**config.mk**
```make
export PLATFORM = sky130hd
export DESIGN_NAME = lpc_host_io
export DESIGN_NICKNAME = d
export VERILOG_FILES = /design/src/rtl/lpc_pkg.sv /design/src/rtl/lpc_host_io_sync_tracker.sv /design/src/rtl/lpc_host_io.sv
export SDC_FILE = /design/constraint.sdc
export NUM_CORES = 1
export LEC_CHECK = 0
export CORE_MARGIN = 3
export CORE_UTILIZATION = 40
export DETAILED_ROUTE_END_ITERATION = 10
export GPL_TIMING_DRIVEN = 0
export PLACE_DENSITY_LB_ADDON = 0.1
export SYNTH_ARGS = -nofsm -noshare
export SYNTH_HDL_FRONTEND = slang
export SYNTH_SLANG_ARGS = --single-unit
```
**constraint.sdc**
```tcl
create_clock -name lpc_clock -period 2.51 [get_ports lpc_clock]
set_input_delay 0.3765 -clock lpc_clock [delete_from_list [all_inputs] [get_ports lpc_clock]]
set_output_delay 0.3765 -clock lpc_clock [all_outputs]
set_load 0.02 [all_outputs]
```
**src/rtl/lpc_pkg.sv**
```systemverilog
// Shared encodings for the LPC host: FSM states, cycle-type and SYNC nibbles.
package lpc_pkg;

    typedef enum logic [3:0] {
        ST_IDLE, ST_START, ST_CYC, ST_ADDR, ST_WDATA, ST_TAR,
        ST_SYNC, ST_RDATA, ST_TAREND, ST_ABORT, ST_RESP
    } lpc_state_t;

    localparam logic [3:0] CYC_IO_RD  = 4'b0000;
    localparam logic [3:0] CYC_IO_WR  = 4'b0010;

    localparam logic [3:0] SYNC_READY = 4'b0000;
    localparam logic [3:0] SYNC_SHORT = 4'b0101;
    localparam logic [3:0] SYNC_LONG  = 4'b0110;
    localparam logic [3:0] SYNC_ERROR = 4'b1010;
    localparam logic [3:0] SYNC_NONE  = 4'b1111;

    // Address nibble i of a 16-bit I/O address, most significant first.
    function automatic logic [3:0] addr_nib(input logic [15:0] a, input logic [1:0] i);
        case (i)
            2'd0:    return a[15:12];
            2'd1:    return a[11:8];
            2'd2:    return a[7:4];
            default: return a[3:0];
        endcase
    endfunction

endpackage

```
**src/rtl/lpc_host_io_sync_tracker.sv**
```systemverilog
// Classifies the SYNC nibble each clock and tracks no-response and total-wait limits.
module lpc_sync_tracker
    import lpc_pkg::*;
#(
    parameter int NO_RESP_CLKS = 3,
    parameter int SYNC_TIMEOUT = 32
) (
    input  logic       lpc_clock,
    input  logic       reset,
    input  logic       en,
    input  logic [3:0] nibble,
    output logic       done,
    output logic       err,
    output logic       abort
);
    localparam int TW = $clog2(SYNC_TIMEOUT + 1);
    localparam int NW = $clog2(NO_RESP_CLKS + 1);

    logic [TW-1:0] total_cnt;
    logic [NW-1:0] none_cnt;
    logic          last_total;

    // Counts include the clock being classified, so limits trip on the Nth sample.
    assign last_total = (total_cnt == TW'(SYNC_TIMEOUT - 1));

    always_comb begin
        done  = 1'b0;
        err   = 1'b0;
        abort = 1'b0;
        if (en) begin
            case (nibble)
                SYNC_READY:            done = 1'b1;
                SYNC_ERROR:            begin done = 1'b1; err = 1'b1; end
                SYNC_SHORT, SYNC_LONG: abort = last_total;
                SYNC_NONE:             abort = last_total || (none_cnt == NW'(NO_RESP_CLKS - 1));
                default:               abort = 1'b1;
            endcase
        end
    end

    always_ff @(posedge lpc_clock or posedge reset) begin
        if (reset) begin
            total_cnt <= '0;
            none_cnt  <= '0;
        end else if (!en) begin
            total_cnt <= '0;
            none_cnt  <= '0;
        end else begin
            total_cnt <= total_cnt + 1'b1;
            none_cnt  <= (nibble == SYNC_NONE) ? none_cnt + 1'b1 : '0;
        end
    end

endmodule

```
**src/rtl/lpc_host_io.sv**
```systemverilog
// LPC 1.1 host issuing single-byte I/O read/write cycles from a valid/ready request port.
module lpc_host_io
    import lpc_pkg::*;
#(
    parameter int NO_RESP_CLKS = 3,
    parameter int SYNC_TIMEOUT = 32,
    parameter int ABORT_CLKS   = 4
) (
    input  logic        lpc_clock,
    input  logic        reset,
    input  logic        req_valid,
    output logic        req_ready,
    input  logic        req_write,
    input  logic [15:0] req_addr,
    input  logic [7:0]  req_wdata,
    output logic        rsp_valid,
    output logic [7:0]  rsp_rdata,
    output logic        rsp_error,
    output logic        lpc_frame,
    output logic [3:0]  lpc_ad_out,
    output logic        lpc_ad_oe,
    input  logic [3:0]  lpc_ad_in
);
    localparam int AW = $clog2(ABORT_CLKS + 1);

    lpc_state_t    state;
    logic [1:0]    cnt;
    logic [AW-1:0] abort_cnt;
    logic          cyc_write, err;
    logic [15:0]   cyc_addr;
    logic [7:0]    cyc_wdata;
    logic [3:0]    rdata_lo;
    logic          sync_done, sync_err, sync_abort;

    lpc_sync_tracker #(.NO_RESP_CLKS(NO_RESP_CLKS), .SYNC_TIMEOUT(SYNC_TIMEOUT)) u_sync (
        .lpc_clock (lpc_clock),
        .reset     (reset),
        .en        (state == ST_SYNC),
        .nibble    (lpc_ad_in),
        .done      (sync_done),
        .err       (sync_err),
        .abort     (sync_abort)
    );

    // Bus outputs are loaded on the transition into each state so they are flop outputs.
    always_ff @(posedge lpc_clock or posedge reset) begin
        if (reset) begin
            state      <= ST_IDLE;
            cnt        <= '0;
            abort_cnt  <= '0;
            cyc_write  <= 1'b0;
            cyc_addr   <= '0;
            cyc_wdata  <= '0;
            err        <= 1'b0;
            rdata_lo   <= '0;
            req_ready  <= 1'b1;
            rsp_valid  <= 1'b0;
            rsp_rdata  <= '0;
            rsp_error  <= 1'b0;
            lpc_frame  <= 1'b1;
            lpc_ad_oe  <= 1'b0;
            lpc_ad_out <= 4'hF;
        end else begin
            rsp_valid <= 1'b0;
            case (state)
                ST_IDLE: if (req_valid && req_ready) begin
                    cyc_write  <= req_write;
                    cyc_addr   <= req_addr;
                    cyc_wdata  <= req_wdata;
                    err        <= 1'b0;
                    req_ready  <= 1'b0;
                    lpc_frame  <= 1'b0;
                    lpc_ad_oe  <= 1'b1;
                    lpc_ad_out <= 4'h0;
                    state      <= ST_START;
                end
                ST_START: begin
                    lpc_frame  <= 1'b1;
                    lpc_ad_out <= cyc_write ? CYC_IO_WR : CYC_IO_RD;
                    state      <= ST_CYC;
                end
                ST_CYC: begin
                    cnt        <= '0;
                    lpc_ad_out <= addr_nib(cyc_addr, 2'd0);
                    state      <= ST_ADDR;
                end
                ST_ADDR: begin
                    cnt <= cnt + 2'd1;
                    if (cnt != 2'd3) begin
                        lpc_ad_out <= addr_nib(cyc_addr, cnt + 2'd1);
                    end else if (cyc_write) begin
                        lpc_ad_out <= cyc_wdata[3:0];
                        state      <= ST_WDATA;
                    end else begin
                        lpc_ad_out <= 4'hF;
                        state      <= ST_TAR;
                    end
                end
                ST_WDATA: begin
                    cnt <= cnt + 2'd1;
                    if (cnt == 2'd0) begin
                        lpc_ad_out <= cyc_wdata[7:4];
                    end else begin
                        cnt        <= '0;
                        lpc_ad_out <= 4'hF;
                        state      <= ST_TAR;
                    end
                end
                ST_TAR: begin
                    cnt       <= cnt + 2'd1;
                    lpc_ad_oe <= 1'b0;
                    if (cnt == 2'd1) begin
                        cnt   <= '0;
                        state <= ST_SYNC;
                    end
                end
                ST_SYNC: begin
                    if (sync_abort) begin
                        err        <= 1'b1;
                        abort_cnt  <= '0;
                        lpc_frame  <= 1'b0;
                        lpc_ad_oe  <= 1'b1;
                        lpc_ad_out <= 4'hF;
                        state      <= ST_ABORT;
                    end else if (sync_done) begin
                        err   <= sync_err;
                        cnt   <= '0;
                        state <= cyc_write ? ST_TAREND : ST_RDATA;
                    end
                end
                ST_RDATA: begin
                    cnt <= cnt + 2'd1;
                    if (cnt == 2'd0) begin
                        rdata_lo <= lpc_ad_in;
                    end else begin
                        if (!err) rsp_rdata <= {lpc_ad_in, rdata_lo};
                        cnt   <= '0;
                        state <= ST_TAREND;
                    end
                end
                ST_TAREND: begin
                    cnt <= cnt + 2'd1;
                    if (cnt == 2'd1) begin
                        cnt       <= '0;
                        rsp_valid <= 1'b1;
                        rsp_error <= err;
                        state     <= ST_RESP;
                    end
                end
                ST_ABORT: begin
                    abort_cnt <= abort_cnt + 1'b1;
                    if (abort_cnt == AW'(ABORT_CLKS - 1)) begin
                        lpc_frame <= 1'b1;
                        lpc_ad_oe <= 1'b0;
                        rsp_valid <= 1'b1;
                        rsp_error <= err;
                        state     <= ST_RESP;
                    end
                end
                ST_RESP: begin
                    req_ready <= 1'b1;
                    state     <= ST_IDLE;
                end
                default: state <= ST_IDLE;
            endcase
        end
    end

endmodule

```
---- Word-level counts from Yosys, hierarchy flattened ----
Cells that the tools add are included.
operators by class
  $add $sub $neg .......................... 4
  equal/unequal tests ..................... 32
  mux-type cells .......................... 53
  bitwise operators ....................... 2
  reductions and logical operators ........ 30
operators with widths
  cell                                                                    number
  4-bit two-way mux                                                       15
  4-bit case mux with 10 select lines                                     1
  4-bit by 3-bit equality test with 1-bit output (second input constant)  6
  4-bit case mux with 6 select lines                                      1
  2-bit inequality test (second input constant)                           11
  4-bit equality test (second input constant)                             5
  1-bit two-way mux                                                       17
  3-bit AND reduction                                                     5
  2-bit two-way mux                                                       7
  4-bit case mux with 3 select lines                                      1
  2-bit case mux with 5 select lines                                      1
  4-bit by 2-bit equality test with 1-bit output (second input constant)  2
  4-bit logical NOT                                                       2
  1-bit case mux with 2 select lines                                      4
  1-bit case mux with 4 select lines                                      2
  2-bit AND reduction                                                     4
  4-bit AND reduction                                                     2
  8-bit AND reduction                                                     1
  2-bit nonzero test                                                      4
  4-bit nonzero test                                                      2
  2-bit OR reduction                                                      4
  6-bit by 1-bit adder with 6-bit output (second input constant)          1
  6-bit by 5-bit equality test with 1-bit output (second input constant)  1
  6-bit two-way mux                                                       1
  16 further kinds                                                        21
word-level totals
  register bits after elaboration ......... 64
  bits of input ports ..................... 32
  output and inout bits ................... 17
  logic and storage cells ................. 138

---- Depth between registers and ports, before layout ----
Gate-level depths: netlist of run 1.
  depth in word-level cells ............... 7
  depth in mapped cells ................... 8
  depth with buffers taken out ............ 8

---- Cells and area by module ----
Synthesis of run 1 repeated with hierarchy kept, for this count alone.
unflattened totals
  cell total of the unflattened synthesis .. 293
  area total of the unflattened synthesis .. 3,342.0 µm²
modules (own cells, without submodules)
  module            times used  cells an instance  area an instance (µm²)  sequential area each (µm²)
  lpc_host_io       1           251                2,935.3                 1,408.9
  lpc_sync_tracker  1           42                 406.6                   200.2

---- Least setup slack after synthesis of run 1 ----
Ideal clock, no wire load.
  path type ............................... reg2reg
  from .................................... reg u_sync.total_cnt[0]
  to ...................................... reg lpc_ad_out[1]
  library setup time ...................... 82 ps
  arrival time ............................ 1,719 ps
  data required time ...................... 2,428 ps
  slack ................................... 709 ps
  stages on the path, launching flop included .. 8
  path buffers ............................ 0
  clock period less this slack ............ 1,801 ps
  cell sequence ........................... dfrtp_1 > ha_1 > nand3_4 > o311ai_4 > o41ai_4 > o21ai_4 > nand3_4 > mux2_4
on the way
  cells in the longest elaborated chain, start to end .. 6
ends and longest elaborated chain
  item                                                RTL line                        text
  start, declared                                     lpc_host_io_sync_tracker.sv:19  logic [TW-1:0] total_cnt;
  start signal, assigned                              lpc_host_io_sync_tracker.sv:49  total_cnt <= total_cnt + 1'b1;
  6-bit by 5-bit equality test with 1-bit output (*)  lpc_host_io_sync_tracker.sv:24  assign last_total = (total_cnt == TW'(SYNC_TIMEOUT - 1));
  1-bit logical OR                                    lpc_host_io_sync_tracker.sv:35  SYNC_NONE: abort = last_total || (none_cnt == NW'(NO_RESP_CLKS - 1));
  1-bit case mux with 3 select lines (*)              lpc_host_io_sync_tracker.sv:31  case (nibble)
  1-bit two-way mux (*)                               lpc_host_io_sync_tracker.sv:30  if (en) begin
  2-bit inequality test (no source line) (*)          n/a
  3-bit AND reduction (no source line) (*)            n/a
  end signal, assigned                                lpc_host_io.sv:79               lpc_ad_out <= cyc_write ? CYC_IO_WR : CYC_IO_RD;
  end signal, assigned                                lpc_host_io.sv:84               lpc_ad_out <= addr_nib(cyc_addr, 2'd0);
  end signal, assigned                                lpc_host_io.sv:90               lpc_ad_out <= addr_nib(cyc_addr, cnt + 2'd1);
  end, declared                                       lpc_host_io.sv:20               output logic [3:0] lpc_ad_out,
Mark *: on every way between the ends. The rest lies on a longest branch, timed or not.
A chain may end at the register's enable or synchronous reset.

---- Final worst setup path of run 1 ----
  from .................................... reg state[0]
  to ...................................... reg cyc_addr[1]
on the way
  cells in the longest elaborated chain, start to end .. 2
ends and longest elaborated chain
  item                                  RTL line            text
  start, declared                       lpc_host_io.sv:26   lpc_state_t state;
  start signal, assigned                lpc_host_io.sv:128  state <= cyc_write ? ST_TAREND : ST_RDATA;
  4-bit logical NOT                     lpc_host_io.sv:65   case (state)
  2-bit AND reduction (no source line)  n/a
  end signal, assigned                  lpc_host_io.sv:68   cyc_addr <= req_addr;
  end, declared                         lpc_host_io.sv:30   logic [15:0] cyc_addr;
No other way between the ends.

==> summary.md, run 1 <==
| Metric | Value |
|---|---|
| Fin util | `0.513` |
| Setup-failing EPs final | `0` |
| Clock Latency Late Sink | `0.35 ns` |
| Synthesized flop and latch total | `64` |
| Rel. slew slack | `0.465` |
| Largest net degree at the start of global routing | `65` |
| First-pass GRT wire length | `13,700 um` |
| XOR/XNOR Fraction of Synth Area | `0.0175` |
| Library cells used by synthesis | `62` |
| Pins over their slew limit | `0` |
| Top Ports | `49` |
| Via/cell ratio | `5.47` |
| CTS resizes | `0` |
| Ys Warns | `0` |
| Final min period | `2.34 ns` |
| Post-synthesis adder-cell area fraction | `0.0394` |
| Fin nets | `426` |
| Top FF cell, synth | `dfrtp_1` |
| Maximum vdd ir drop | `0.442 mV` |
| Die Ht | `99.5 um` |
| Final ANT Viol Nets | `0` |
| Placed cells | `477` |
| Post-route setup slack | `0.167 ns` |
| Die width | `99.5 um` |
| Worst Setup Path Type | `reg -> reg` |
| Clock-pin transition on the worst setup and hold timing paths | `0.07 ns` |
| Drt drc | `0` |
| Crit path largest cell delay | `0.50 ns` |
| Register area share after synthesis | `0.460` |
| Max Freq | `427 MHz` |
| # hold bufs at CTS | `0` |
| Hold WC Path Type | `in -> reg` |
| CP top delay family | `simple AND/OR/NAND/NOR gates` |
| DR WL/cell | `16.8 um` |
| Compound-cell area share of the yosys netlist | `0.171` |
| Routed wire length | `8270 um` |
| DRT iter0 DRCs | `113` |
| Worst slack, placed | `0.0799 ns` |
| Synth Instances | `327` |
| Fillers | `792` |
| Initial antenna violation count | `0` |
| Fin cells | `493` |
| TritonCTS Buffers | `9` |
| Overall die area | `0.00990 mm2` |
| Share of cells above drive strength 1 | `0.162` |
| Vias in the first global route | `2,661` |
| Run status | `completed` |
| H-tree depth | `3` |
| Pwr/cell area | `1120 mW/mm2` |
| Unrepaired setup endpoints after global routing | `false` |
| Critical path peak fanout | `10` |
| Mux cell area share after synthesis | `0.127` |
| Initial Util | `0.419` |
| GRT Total Usage | `0.176` |
| RePlAce Congestion | `0.876` |
| Final Cycle Share | `0.933` |
| Placeable Area | `0.00834 mm2` |
| CP cell instances | `clkbuf_1 > nor2_2 > nand4_1 > buf_2 > mux2_1` |
| Area grow syn2layout | `22.4%` |
| Vias | `2,695` |
| Clock skew | `0.00730 ns` |
| Async S/R FF share, synth | `1.00` |
| Arrival time worst endpoint | `2.57 ns` |
| Postcts setup bufs | `0` |
| Synth Area in Simple Gates | `0.128` |
| Startpoint Class | `register` |
| Buf+Inv Stages, Crit Path | `2` |
| Largest family of logic cells by synthesized area | `compound AO/OA/AOI/OAI gates` |
| Syn Nets | `370` |
| DP HPWL | `5950 um` |
| Leak pwr | `1.80 nW` |
| Num Clock Sinks | `64` |
| CTS tree | `yes` |
| Num rows | `33` |
| Crit. End Element | `register` |
| Max_cap viols | `0` |
| N_diodes | `0` |
| Final hold viol count | `0` |
| Clk buf depth | `2` |
| Crit-path slowest cell | `nand4_1` |
| EDFF count, synth | `0` |
| Area share of the largest cell type after synthesis | `0.415` |
| FF-to-FF path depth | `5` |
| Cell count of the worst hold path | `3` |
| Post-synth top area cell | `dfrtp_1` |
| Total gr overflow | `0` |
| Hold Slack | `0.332 ns` |
| CP Data Required Time | `2.74 ns` |
| PortBufs | `45` |
| Number of detailed-route iterations in the first pass | `4` |
| Average size of a mapped cell | `10.7 um2` |
| Worst-margin pin slew | `0.803 ns` |
| Cell Area, Synth | `0.00350 mm2` |
| Critical path depth | `5` |
| CTS Root Cell | `clkbuf_8` |
| Synth area leaders | `dfrtp_1, mux2_1, dfstp_2, mux2_2, ha_1` |
area by class of cell:
class,count,area [um2],share of cell area
Clock inverter,3,40.0,0.00935
Tap cell,105,131,0.0307
Buffer,17,136,0.0319
Sequential cell,64,1610,0.376
Multi-Input combinational cell,229,1690,0.394
Inverter,17,66.3,0.0155
Timing Repair Buffer,45,450,0.105
Clock buffer,13,159,0.0371
layout by cell type (no fill, tap or decap), types with 3 or more instances in the layout:
| cell | count |
|---|---|
| nor3_1 | 5 |
| a21oi_1 | 14 |
| mux2_2 | 14 |
| o32ai_1 | 3 |
| mux2i_1 | 3 |
| nand3b_1 | 3 |
| a31oi_1 | 6 |
| ha_1 | 11 |
| a22oi_1 | 3 |
| nand2_1 | 29 |
| nand3_1 | 5 |
| nand4_1 | 4 |
| xnor2_1 | 5 |
| dfstp_2 | 6 |
| buf_2 | 3 |
| dfrtp_1 | 58 |
| nand2b_1 | 6 |
| clkbuf_8 | 14 |
| o21ai_1 | 5 |
| o21ai_0 | 18 |
| mux2_1 | 20 |
| o22ai_1 | 3 |
| o31ai_1 | 6 |
| o32a_1 | 3 |
| nor2_1 | 23 |
| clkdlybuf4s50_1 | 45 |
| inv_1 | 16 |
| clkbuf_1 | 8 |
metrics by stage:
step | total power [mW] | setup TNS [ns] | instance area, um2
finish | 4.80 | 0 | 4280
CTS | 4.82 | 0 | 4280
floorplan | 3.19 | 0 | 3500
detailed placement | 3.90 | 0 | 4080
global placement | 3.89 | -41.06 | 4080
global route | 5.14 | 0 | 4280
synthesized netlist by cell type (all sizes together), types with 3 or more instances:
| library cell | n |
|---|---|
| a21oi | 15 |
| a22oi | 3 |
| a31oi | 6 |
| buf | 7 |
| clkbuf | 10 |
| dfrtp | 58 |
| dfstp | 6 |
| ha | 11 |
| inv | 17 |
| mux2 | 36 |
| mux2i | 3 |
| nand2 | 30 |
| nand2b | 7 |
| nand3 | 7 |
| nand3b | 3 |
| nand4 | 4 |
| nor2 | 25 |
| nor3 | 6 |
| o21ai | 25 |
| o22ai | 3 |
| o311ai | 4 |
| o31ai | 6 |
| o32a | 3 |
| o32ai | 3 |
| xnor2 | 5 |
cell families (layout without fill, tap and decap cells):
family | after synthesis | in the layout
adder cells (fa/ha/maj) | 11 | 11
multiplexers | 39 | 39
AND/OR/NAND/NOR | 89 | 89
AO/OA/AOI/OAI | 83 | 83
flip-flops | 64 | 64
XOR/XNOR | 7 | 7
buffers and inverters | 34 | 95
per-layer routing:
layer | track usage | part of all wire | wire [um]
met1 | 0.263 | 0.51 | 4190
met2 | 0.255 | 0.43 | 3590
met3 | 0.0309 | 0.047 | 390
met4 | 0.0662 | 0.011 | 91
met5 | 0 | 0 | 0
power by group:
| part | switching [mW] | internal [mW] |
|---|---|---|
| registers | 0.267 | 1.44 |
| logic | 1.20 | 0.989 |
| clock network | 0.396 | 0.511 |
| total | 1.86 | 2.93 |
worst paths after layout:
| kind | start | to | slack, ns |
|---|---|---|---|
| min reg2reg | u_sync.none_cnt[0] | u_sync.none_cnt[0] | 0.43 |
| min | lpc_ad_in[0] | u_sync.none_cnt[0] | 0.33 |
| min in group asynchronous | reset | cyc_addr[12] | 0.53 |
| max reg2reg | state[0] | cyc_addr[1] | 0.17 |
| max | state[0] | cyc_addr[1] | 0.17 |
| max in group asynchronous | reset | cyc_wdata[1] | 1.44 |
sequential cells by signal, summed over array words and instances, names as in the netlist:
signal and count:
cyc_addr 16, cyc_wdata 8, rsp_rdata 8, u_sync.total_cnt 6, lpc_ad_out 4, rdata_lo 4, state 4, abort_cnt 3
cnt 2, u_sync.none_cnt 2, cyc_write 1, err 1, lpc_ad_oe 1, lpc_frame 1, req_ready 1, rsp_error 1
rsp_valid 1
worst register-to-register path: stages, from the launching register on:
cell and delay (ns):
dfrtp_1 0.37, clkbuf_1 0.23, nor2_2 0.38, nand4_1 0.50, buf_2 0.41, mux2_1 0.34
Note: power is estimated with default switching activity, not from simulation.
==> run 2, diff against run 1 <==
Settings changed: PLACE_DENSITY_LB_ADDON 0.1 to 0.15.
==> run 2 against run 1 <==
Fmax up 3.2%. Worst hold slack lost 0.0056 ns. Combinational power barely moved. Clock-buffer cell count shrank 2.
==> summary.md, run 2 (synthesis results as in run 1) <==
| Metric | Value |
|---|---|
| Final ANT Viol Nets | `0 (unchanged)` |
| Worst-margin pin slew | `0.597 ns (-0.206 ns)` |
| Sequential Power Share | `0.348 (-0.007)` |
| Final hold viol count | `0 (unchanged)` |
| Arrival time worst endpoint | `2.50 ns (-0.07 ns)` |
| N_diodes | `0 (unchanged)` |
| Top reg by flops | `cyc_addr` |
| CTS tree | `yes` |
| CTS resizes | `0 (unchanged)` |
| Routed wire length | `8160 um (-1.4%)` |
| Placed cells | `478 (+0.21%)` |
| Via/cell ratio | `5.42 (-0.87%)` |
| Unrepaired setup endpoints after global routing | `false` |
| Total gr overflow | `0 (unchanged)` |
| Crit. End Element | `register` |
| Drt drc | `0 (unchanged)` |
| Initial antenna violation count | `0 (unchanged)` |
| Vias | `2,677 (-0.67%)` |
| Setup-failing EPs final | `0 (unchanged)` |
| RePlAce Congestion | `0.878 (+0.18%)` |
| # hold bufs at CTS | `0 (unchanged)` |
| Multi-input gate area | `0.00169 mm2 (unchanged)` |
| Share of cells above drive strength 1 | `0.167 (+0.00472)` |
| TritonCTS Buffers | `9 (unchanged)` |
| Fin cells | `494 (+0.20%)` |
| Tot Pwr | `4.88 mW (+1.7%)` |
| Die Ht | `99.5 um (unchanged)` |
| Die width | `99.5 um (unchanged)` |
| Startpoint Class | `register` |
| P_sw | `1.87 mW (+0.26%)` |
| Cell-internal power | `3.01 mW (+2.6%)` |
| Hold WC Path Type | `in -> reg` |
| First-pass GRT wire length | `13,600 um (-1.4%)` |
| Maximum vdd ir drop | `0.609 mV (+38%)` |
| Fillers | `767 (-3.2%)` |
| Final Cycle Share | `0.904 (-0.0290)` |
| Pwr/cell area | `1130 mW/mm2 (+0.73%)` |
| Worst slack, placed | `0.0268 ns (-0.0531 ns)` |
| Max Freq | `441 MHz (+3.2%)` |
| Post-route setup slack | `0.240 ns (+0.0729 ns)` |
| Biggest regs | `cyc_addr (16), cyc_wdata (8), rsp_rdata (8)` |
| Clk buf depth | `2 (unchanged)` |
| Switching share of power | `0.383 (-0.00540)` |
| Max_cap viols | `0 (unchanged)` |
| Postcts setup bufs | `0 (unchanged)` |
| DP HPWL | `5990 um (+0.79%)` |
| Clock Latency Late Sink | `0.35 ns (about the same)` |
| Most frequent cells in the layout | `dfrtp_1, clkdlybuf4s50_1, nand2_1` |
| Clock-pin transition on the worst setup and hold timing paths | `0.08 ns (about the same)` |
| Fin nets | `427 (+0.23%)` |
| Num rows | `33 (unchanged)` |
| Pins over their slew limit | `0 (unchanged)` |
| DRT iter0 DRCs | `130 (+15%)` |
| H-tree depth | `3 (unchanged)` |
| GRT Total Usage | `0.176 (-0.000636)` |
| Max reg flops | `16 (unchanged)` |
| Overall die area | `0.00990 mm2 (unchanged)` |
| Final min period | `2.27 ns (-0.0729 ns)` |
| Clk pwr share | `0.204 (+0.015)` |
| Combinational power share | `0.448 (-0.008)` |
| Vias in the first global route | `2,619 (-1.6%)` |
| Largest net degree at the start of global routing | `39 (-40%)` |
| PortBufs | `45 (unchanged)` |
| Clock skew | `0.0110 ns (+0.00366 ns)` |
| Num Clock Sinks | `64 (unchanged)` |
| Leak pwr | `1.81 nW (+0.63%)` |
| Commonest non-fill, non-tap cell in the layout | `dfrtp_1` |
| Area grow syn2layout | `23.5%` |
| Rel. slew slack | `0.601 (+0.137)` |
| Run status | `completed` |
| Placeable Area | `0.00834 mm2 (unchanged)` |
| CTS Root Cell | `clkbuf_8` |
| Setup TNS Final | `0 ns (unchanged)` |
| Top Ports | `49 (unchanged)` |
| Hold Slack | `0.326 ns (-0.00559 ns)` |
| CP Data Required Time | `2.74 ns (about the same)` |
| Initial Util | `0.419 (unchanged)` |
| Storage cell area | `0.00161 mm2 (unchanged)` |
| Critical path peak fanout | `10 (unchanged)` |
| DR WL/cell | `16.5 um (-1.6%)` |
| Worst Setup Path Type | `reg -> reg` |
| Number of detailed-route iterations in the first pass | `4 (unchanged)` |
## run 2: path summary, 6_finish.rpt
check | from | end | slack [ns] | cells after the start
max in group asynchronous | reset | lpc_ad_out[1] | 1.41 | 3
worst min register to register | u_sync.none_cnt[0] | u_sync.none_cnt[0] | 0.44 | 1
worst max-delay path | state[2] | cyc_addr[1] | 0.24 | 4
worst max register to register | state[2] | cyc_addr[1] | 0.24 | 4
min in group asynchronous | reset | cyc_wdata[4] | 0.42 | 2
worst min-delay path | lpc_ad_in[0] | u_sync.none_cnt[1] | 0.33 | 3
## run 2: layout make-up
cell class | count | share of cell area
plain buffers | 17 | 0.0316
clock buffers | 11 | 0.0327
clock inverters | 5 | 0.0185
inverters | 17 | 0.0148
multi-input cells | 229 | 0.391
flip-flops and latches | 64 | 0.372
well taps | 105 | 0.0304
repair buffers | 46 | 0.109
## run 2: power by group through the flow
stage	clock (mW)	sequential [mW]	combinational [mW]
2_1_floorplan	0	1.77	1.42
3_3_place_gp	0	1.70	2.17
3_5_place_dp	0	1.72	2.18
4_1_cts	1.02	1.70	2.19
5_1_grt	1.07	1.75	2.44
6_report	0.996	1.70	2.19
## run 2: layer usage
metal  GRT usage  vias up  routed length (um)  part of all wire
met5           0        -                   0                 0
met4      0.0630        0                 110             0.013
met3      0.0491       11                 450             0.055
met2       0.243       66                3460              0.42
met1       0.262     1303                4140              0.51
li1            -     1297                   -                 -
## run 2: critical path: stages, from the launching register on
cell,delay [ns]
dfrtp_1,0.47
nor2_1,0.43
nand4_1,0.52
buf_2,0.39
mux2_1,0.33
## run 2: metrics by stage
step                utilization  area, um2
floorplan                     -       3500
global placement          0.489       4080
detailed placement        0.491       4100
CTS                       0.518       4320
global route              0.518       4320
finish                    0.518       4320
